==> src/rtl/mc_apb_regbank.sv <==
// APB register bank: per-channel shadow timing/refresh sets, committed to active outputs when the channel is idle.
// Optional MC_APB_SLVERR_EN: drive apb_pslverr for unmapped accesses and writes to STATUS.
module mc_apb_regbank #(
    parameter int NUM_CH     = 2,
    parameter int ADDR_WIDTH = 8,
    parameter int DATA_WIDTH = 32
) (
    input  logic                    apb_pclk,
    input  logic                    apb_prst,
    input  logic                    apb_psel,
    input  logic                    apb_penable,
    input  logic                    apb_pwrite,
    input  logic [ADDR_WIDTH-1:0]   apb_paddr,
    input  logic [DATA_WIDTH-1:0]   apb_pwdata,
    output logic                    apb_pready,
    output logic [DATA_WIDTH-1:0]   apb_prdata,
    output logic                    apb_pslverr,
    input  logic [NUM_CH-1:0]       ch_idle,
    output logic                    mc_en,
    output logic [1:0]              axi2array_rw_prio,
    output logic [8*NUM_CH-1:0]     array_tRAS,
    output logic [8*NUM_CH-1:0]     array_tRP,
    output logic [8*NUM_CH-1:0]     array_tRC,
    output logic [8*NUM_CH-1:0]     array_tRCD_WR,
    output logic [8*NUM_CH-1:0]     array_tRCD_RD,
    output logic [8*NUM_CH-1:0]     array_tWR,
    output logic [8*NUM_CH-1:0]     array_tRTP,
    output logic [25*NUM_CH-1:0]    array_rf_period_0,
    output logic [25*NUM_CH-1:0]    array_rf_period_1,
    output logic [NUM_CH-1:0]       array_rf_period_sel,
    output logic [NUM_CH-1:0]       array_cfg_upd
);

    // Per-channel commit FSM
    //   state  | meaning
    //   S_IDLE | no commit outstanding, active set is current
    //   S_PEND | commit requested, waiting for ch_idle to load active <- shadow
    typedef enum logic {S_IDLE, S_PEND} ch_state_t;

    typedef struct packed {
        logic [7:0]  trtp, twr, trcd_rd, trcd_wr, trc, trp, tras;
        logic [24:0] rf0, rf1;
        logic        sel;
    } ch_cfg_t;

    localparam ch_cfg_t CFG_RST = '{trtp: 8'h03, twr: 8'h06, trcd_rd: 8'h07, trcd_wr: 8'h07,
                                    trc: 8'h16, trp: 8'h06, tras: 8'h10,
                                    rf0: 25'd500, rf1: 25'd520, sel: 1'b0};

    localparam logic [ADDR_WIDTH-1:0] A_CTRL   = 'h00;
    localparam logic [ADDR_WIDTH-1:0] A_COMMIT = 'h04;
    localparam logic [ADDR_WIDTH-1:0] A_STATUS = 'h08;
    localparam logic [ADDR_WIDTH-1:0] A_CH     = 'h40;

    ch_state_t             state  [NUM_CH];
    ch_cfg_t               shadow [NUM_CH];
    ch_cfg_t               active [NUM_CH];
    logic [15:0]           commit_cnt;
    logic [NUM_CH-1:0]     pend;
    logic [NUM_CH-1:0]     apply;
    logic [NUM_CH-1:0]     commit_set;
    logic [ADDR_WIDTH-1:0] ch_rel;
    logic [31:0]           ch_num;
    logic [4:0]            ch_off;
    logic                  is_ch;
    logic                  is_status;
    logic                  hit;
    logic                  access;
    logic                  wr_done;
    logic [DATA_WIDTH-1:0] rd_data;

    assign access     = apb_psel & apb_penable;
    assign ch_rel     = apb_paddr - A_CH;
    assign ch_num     = 32'(ch_rel >> 5);
    assign ch_off     = ch_rel[4:0];
    assign is_ch      = (apb_paddr >= A_CH);
    assign is_status  = (apb_paddr == A_STATUS);
    assign wr_done    = access & apb_pready & apb_pwrite & hit & ~is_status;
    assign commit_set = (wr_done && apb_paddr == A_COMMIT) ? apb_pwdata[NUM_CH-1:0] : '0;

    for (genvar c = 0; c < NUM_CH; c++) begin : g_ch
        assign pend[c]                         = (state[c] == S_PEND);
        assign apply[c]                        = pend[c] & ch_idle[c];
        assign array_tRAS[8*c +: 8]            = active[c].tras;
        assign array_tRP[8*c +: 8]             = active[c].trp;
        assign array_tRC[8*c +: 8]             = active[c].trc;
        assign array_tRCD_WR[8*c +: 8]         = active[c].trcd_wr;
        assign array_tRCD_RD[8*c +: 8]         = active[c].trcd_rd;
        assign array_tWR[8*c +: 8]             = active[c].twr;
        assign array_tRTP[8*c +: 8]            = active[c].trtp;
        assign array_rf_period_0[25*c +: 25]   = active[c].rf0;
        assign array_rf_period_1[25*c +: 25]   = active[c].rf1;
        assign array_rf_period_sel[c]          = active[c].sel;
    end

    always_comb begin
        hit     = 1'b0;
        rd_data = '0;
        if (!is_ch) begin
            if (apb_paddr == A_CTRL) begin
                hit     = 1'b1;
                rd_data = {29'd0, axi2array_rw_prio, mc_en};
            end else if (apb_paddr == A_COMMIT) begin
                hit     = 1'b1;
                rd_data = 32'(pend);
            end else if (is_status) begin
                hit     = 1'b1;
                rd_data = {16'd0, commit_cnt};
            end
        end else begin
            for (int c = 0; c < NUM_CH; c++) begin
                if (ch_num == 32'(c)) begin
                    hit = 1'b1;
                    case (ch_off)
                        5'h00:   rd_data = {8'd0, shadow[c].trc, shadow[c].trp, shadow[c].tras};
                        5'h04:   rd_data = {shadow[c].trtp, shadow[c].twr, shadow[c].trcd_rd, shadow[c].trcd_wr};
                        5'h08:   rd_data = {7'd0, shadow[c].rf0};
                        5'h0C:   rd_data = {7'd0, shadow[c].rf1};
                        5'h10:   rd_data = {31'd0, shadow[c].sel};
                        default: hit = 1'b0;
                    endcase
                end
            end
        end
    end

`ifdef MC_APB_SLVERR_EN
    logic slverr_q;
    assign apb_pslverr = slverr_q;
`else
    assign apb_pslverr = 1'b0;
`endif

    always_ff @(posedge apb_pclk) begin
        if (apb_prst) begin
            apb_pready        <= 1'b0;
            apb_prdata        <= '0;
`ifdef MC_APB_SLVERR_EN
            slverr_q          <= 1'b0;
`endif
            mc_en             <= 1'b0;
            axi2array_rw_prio <= 2'd0;
            commit_cnt        <= 16'd0;
            array_cfg_upd     <= '0;
            for (int c = 0; c < NUM_CH; c++) begin
                state[c]  <= S_IDLE;
                shadow[c] <= CFG_RST;
                active[c] <= CFG_RST;
            end
        end else begin
            // One wait state: data/error captured in the first access cycle, pready the next.
            apb_pready <= access & ~apb_pready;
            if (access && !apb_pready) begin
                apb_prdata <= apb_pwrite ? '0 : rd_data;
`ifdef MC_APB_SLVERR_EN
                slverr_q   <= ~hit | (apb_pwrite & is_status);
`endif
            end

            array_cfg_upd <= apply;
            if (|apply)
                commit_cnt <= commit_cnt + 16'd1;

            // A commit set on the apply edge keeps the channel pending.
            for (int c = 0; c < NUM_CH; c++) begin
                case (state[c])
                    S_IDLE: if (commit_set[c]) state[c] <= S_PEND;
                    S_PEND: if (ch_idle[c]) begin
                        active[c] <= shadow[c];
                        if (!commit_set[c]) state[c] <= S_IDLE;
                    end
                    default: state[c] <= S_IDLE;
                endcase
            end

            if (wr_done) begin
                if (apb_paddr == A_CTRL) begin
                    mc_en             <= apb_pwdata[0];
                    axi2array_rw_prio <= apb_pwdata[2:1];
                end
                for (int c = 0; c < NUM_CH; c++) begin
                    if (is_ch && ch_num == 32'(c)) begin
                        case (ch_off)
                            5'h00: begin
                                shadow[c].tras <= apb_pwdata[7:0];
                                shadow[c].trp  <= apb_pwdata[15:8];
                                shadow[c].trc  <= apb_pwdata[23:16];
                            end
                            5'h04: begin
                                shadow[c].trcd_wr <= apb_pwdata[7:0];
                                shadow[c].trcd_rd <= apb_pwdata[15:8];
                                shadow[c].twr     <= apb_pwdata[23:16];
                                shadow[c].trtp    <= apb_pwdata[31:24];
                            end
                            5'h08:   shadow[c].rf0 <= apb_pwdata[24:0];
                            5'h0C:   shadow[c].rf1 <= apb_pwdata[24:0];
                            5'h10:   shadow[c].sel <= apb_pwdata[0];
                            default: ;
                        endcase
                    end
                end
            end
        end
    end

endmodule

==> config.mk <==
export PLATFORM = sky130hd
export DESIGN_NAME = mc_apb_regbank
export DESIGN_NICKNAME = d
export VERILOG_FILES = /design/src/rtl/mc_apb_regbank.sv
export SDC_FILE = /design/constraint.sdc
export NUM_CORES = 1
export LEC_CHECK = 0
export ABC_CLOCK_PERIOD_IN_PS = 5500
export CAP_MARGIN = 20
export CELL_PAD_IN_SITES_DETAIL_PLACEMENT = 0
export CELL_PAD_IN_SITES_GLOBAL_PLACEMENT = 1
export CORE_MARGIN = 3
export CORE_UTILIZATION = 40
export CTS_CLUSTER_SIZE = 10
export DETAILED_ROUTE_END_ITERATION = 12
export PLACE_DENSITY_LB_ADDON = 0.1
export SLEW_MARGIN = 40
export SYNTH_ARGS = -nofsm -noshare
export SYNTH_HDL_FRONTEND = slang
export SYNTH_SLANG_ARGS = --single-unit
==> constraint.sdc <==
create_clock -name apb_pclk -period 5.5 [get_ports apb_pclk]
set_input_delay 1.375 -clock apb_pclk [delete_from_list [all_inputs] [get_ports apb_pclk]]
set_output_delay 1.375 -clock apb_pclk [all_outputs]
set_load 0.02 [all_outputs]
# Word-level counts from Yosys, hierarchy flattened
# Memory sizes are Yosys's and may differ from the RTL's.
# Cells that the tools add are included.
# word_totals
out_inout_bits	253
mem_bits_rw	430
elab_cells	182
ff_bits	54
in_bits	47
memories	3
# op_classes
n_addsub	2
n_reduce_logical	11
n_mux	116
bitwise_logic	36
eq_ne	7
order_cmp	1
# memory_table
name	words	width	rd	rd_clocked_by_memory_dff	write_ports	line_no	text
active	2	107	2	0	2	57	ch_cfg_t active [NUM_CH];
shadow	2	107	2	0	2	56	ch_cfg_t shadow [NUM_CH];
state	2	1	2	0	2	55	ch_state_t state [NUM_CH];
# op_table
op	n
$pmux 32 s5	2
$mux 107	2
$mux 32	5
$mux 8	14
$mux 25	4
$mux 1	86
$logic_not 32->1	1
$mux 16	2
$or 1x1->1	26
$add 16x1->16 const B	1
$eq 5x4->1 const B	2
$and 1x1->1	8
$eq 8x3->1 const B	1
$eq 8x4->1 const B	1
$ge 8x7->1 const B	1
$logic_not 8->1	1
$sub 8x7->8 const B	1
$eq 5x3->1 const B	1
$eq 5x5->1 const B	1
$logic_not 5->1	1
$reduce_or 5->1	1
$logic_and 1x1->1	4
$eq 3x1->1 const B	1
$mux 2	1
other kinds (4)	5

# Logic depth before layout (Yosys ltp)
# logic_depth
depth_word	17
ltp_mapped	8
mapped_depth_nobuf	6

# Least setup slack after synthesis
# OpenSTA, ideal clock, no wires.
# synth_path
kind	input to register
start	in apb_paddr[6]
end	mem shadow[0][100] (netlist name), enable pin
arrival_ps	5073
path_buffers	1
path_slack_ps	-44
cell_stages	7
required_time_ps	5030
setup_ps	470
cell_sequence	inv_1 ha_1 and3b_1 nand3_2 a2111o_1 buf_2 o31ai_1
# synth_rtl
item	line_no	text
start, declared	13	input logic [ADDR_WIDTH-1:0] apb_paddr,
end, declared	56	

==> impl_metrics.sql <==
INSERT INTO impl_metrics (metric_group, metric, value, unit) VALUES
('synthesis', 'ys_seq_elements', '484', ''),
('grt', 'grt_pass1_vias', '13400', ''),
('synthesis', 'post_synth_arst_share', '0', '%'),
('grt', 'grt_antenna_before_repair', '5', ''),
('route', 'detail_route.wirelength', '63500', 'microns'),
('worst_hold_path', 'hold_path_class', 'reg -> reg', ''),
('floorplan', 'pin_count', '300', ''),
('grt', 'first_pass_grt_wire_length', '93200', 'microns'),
('floorplan', 'floorplan.initialDensity', '40.6', '%'),
('synthesis', 'ys_seq_area_share', '70.4', '%'),
('route', 'post_drt_wl_per_cell', '26.0', 'microns'),
('grt', 'groute.layer.met3.usage', '4.97', '%'),
('sta', 'fmax', '0.236', 'GHz'),
('grt', 'use_met2', '36.0', '%'),
('critical_path', 'cpLargestDelayFamily', 'buffers and inverters', ''),
('layout', 'design.final.nets', '1789', ''),
('cts', 'count_of_instances_resized_after_the_clock_tree_is_built', '0', ''),
('sta', 'final.setup.worst_slack', '1.27', 'ns'),
('sta', 'timing_worst_slew_pin_value', '0.810', 'ns'),
('layout', 'area_growth', '27.5', '%'),
('sta', 'slew-limit-headroom', '46.0', '%'),
('sta', 'finalWorstPathRequiredPeriod', '4.23', 'ns'),
('critical_path', 'crit_path_top_delay_cell', 'a2111o_2', ''),
('critical_path', 'timing.critical_path.cells', 'clkdlybuf4s50_1 > inv_1 > ha_1 > and3b_1 > nand3_2 > a2111o_2 > o31ai_4 > buf_4', ''),
('power', 'static-leakage-power', '8.54', 'nW'),
('cts', 'tritoncts.num_buffers', '55', ''),
('route', 'vias', '13700', ''),
('route', 'antenna_viol_nets_final', '0', ''),
('cts', 'clock_sinks', '484', ''),
('synthesis', 'post_synth_instance_area', '19900', 'sq um'),
('synthesis', 'netlist_top_cells_area', 'edfxtp_1 (65%), dfxtp_1 (5.5%), and2_1 (5.4%)', ''),
('synthesis', 'synth.distinct_cells', '58', ''),
('cts', 'clk_pin_slew_worst_paths', '0.05', 'ns'),
('run_status', 'run_status', 'finished clean', ''),
('place', 'routabilityCongestion', '0.835', ''),
('synthesis', 'synth_nets', '1496', ''),
('power', 'irDropWorstVdd', '0.190', 'mV'),
('grt', 'grt_overflow', '0', ''),
('critical_path', 'worst-path-max-fanout', '32', ''),
('synthesis', 'avgSynthCellArea', '13.7', 'sq um'),
('floorplan', 'num_rows', '81', ''),
('synthesis', 'post_synthesis_cell_count', '1446', ''),
('grt', 'grt-busiest-layer', 'met2', ''),
('critical_path', 'worst-endpoint-required', '5.72', 'ns'),
('synthesis', 'ys.flop_type', 'edfxtp_1', ''),
('synthesis', 'yosys_warnings', '0', ''),
('route', 'drc', '0', ''),
('route', 'vias_per_cell', '5.59', ''),
('floorplan', 'die_area', '52300', 'sq um'),
('floorplan', 'chipHeight', '229', 'microns'),
('floorplan', 'core_area', '49000', 'sq um'),
('cts', 'tritoncts', 'yes', ''),
('sta', 'period_share', '77.0', '%'),
('cts', 'cell_at_the_root_of_the_clock_tree', 'clkbuf_16', ''),
('grt', 'grt_start_max_net_pins', '102', ''),
('sta', 'unrepaired_setup_endpoints_after_global_routing', 'no', ''),
('sta', 'hold_violations', '0', ''),
('route', 'drt_pass1_iterations', '5', ''),
('critical_path', 'setup.worst_path.end_class', 'flop', ''),
('sta', 'setup-tns-final', '0', 'ns'),
('critical_path', 'cp.arrival', '4.45', 'ns'),
('cts', 'clock_path_buffers', '3', ''),
('grt', 'grt_use_met1', '35.5', '%'),
('flow_run', 'cap_violations', '0', ''),
('cts', 'htree_num_levels', '2', ''),
('place', 'io_buf_count', '298', ''),
('synthesis', 'netlist_top_cells_count', 'edfxtp_1 (429), and2_1 (171), clkbuf_1 (77)', ''),
('sta', 'timing.clock.skew', '0.0223', 'ns'),
('synthesis', 'synth_edf_count', '429', ''),
('place', 'hpwlAfterDp', '44500', 'microns'),
('cts', 'clkLatencyLatePin', '0.59', 'ns');
[power by group]
group	leakage, nW	internal [mW]	total [mW]	switching [mW]
Combinational	3.22	0.201	0.569	0.368
Sequential	4.59	4.09	4.15	0.0540
Clock	0.734	1.86	3.24	1.38
Total	8.54	6.15	7.96	1.80
[per-layer routing]
metal	routed length [microns]	part of all wire (%)
met1	28100	44
met2	28400	45
met3	5610	8.8
met4	1450	2.3
met5	40	0.063
[worst paths after layout]
kind | start | endpoint | slack (ns) | cells past startpoint
setup / recovery | apb_paddr[6] | shadow[0][79] | 1.27 | 8
hold / removal | apb_prdata[19] | apb_prdata[19] | 0.49 | 1
setup reg to reg | apb_pready | shadow[0][79] | 2.60 | 4
hold reg to reg | apb_prdata[19] | apb_prdata[19] | 0.49 | 1
[sequential cells by signal, summed over array words and instances, names as in the netlist]
name / flops
active: 214
shadow: 214
apb_prdata: 32
commit_cnt: 16
array_cfg_upd: 2
axi2array_rw_prio: 2
state: 2
apb_pready: 1
mc_en: 1
[worst register-to-register path, delay by kind of cell (launching register included)]
family / cells / cell delay [ns]
buf+inv: 1 / 0.47
simple gates: 1 / 0.45
flops: 1 / 0.40
compound gates: 2 / 1.18
[area by class of cell]
type	count	area (sq um)
diodes	3	7.51
clock buffers	91	1520
clock inverters	3	16.3
fillers	4245	23600
inverters	15	56.3
multi-input cells	830	5460
flip-flops and latches	484	14000
well taps	664	831
repair buffers	353	3440
[per-stage QoR]
stage / area [sq um] / hold slack (ns) / std cells / utilization (%)
CTS: 25300 / 0.491 / 2440 / 51.7
global placement: 23700 / 0.477 / 2344 / 48.5
detailed placement: 23800 / 0.484 / 2346 / 48.6
finish: 25300 / 0.491 / 2443 / 51.7
floorplan: 19900 / 0.452 / 1446 / -
global route: 25300 / 0.515 / 2441 / 51.7
[kinds of logic after synthesis]
group / count (synthesis) / synth area share [%]
AOI/OAI and AO/OA: 190 / 7.04
and+or+nand+nor: 589 / 16.7
DFF: 484 / 70.4
buffers and inverters: 132 / 2.75
xor gates and xnor gates: 7 / 0.309
muxes: 40 / 2.53
adders and majority gates: 3 / 0.189
other: 1 / 0.0189
[placed cells by master (no fill, tap or decap), types with 15 or more instances in the layout]
cell,count
edfxtp_1,429
clkdlybuf4s50_1,294
and2_1,172
nand3_1,73
nor3_1,65
and3_1,55
dfxtp_1,55
clkbuf_16,55
nand2b_1,54
nor2_1,51
buf_4,49
nand2_1,41
clkbuf_1,35
nand4_1,33
o21ai_0,30
o31ai_1,22
mux2i_1,22
a221oi_1,22
a31oi_1,20
a21oi_1,19
o2bb2ai_1,18
inv_1,15
Power figures use the tool's default switching activity.
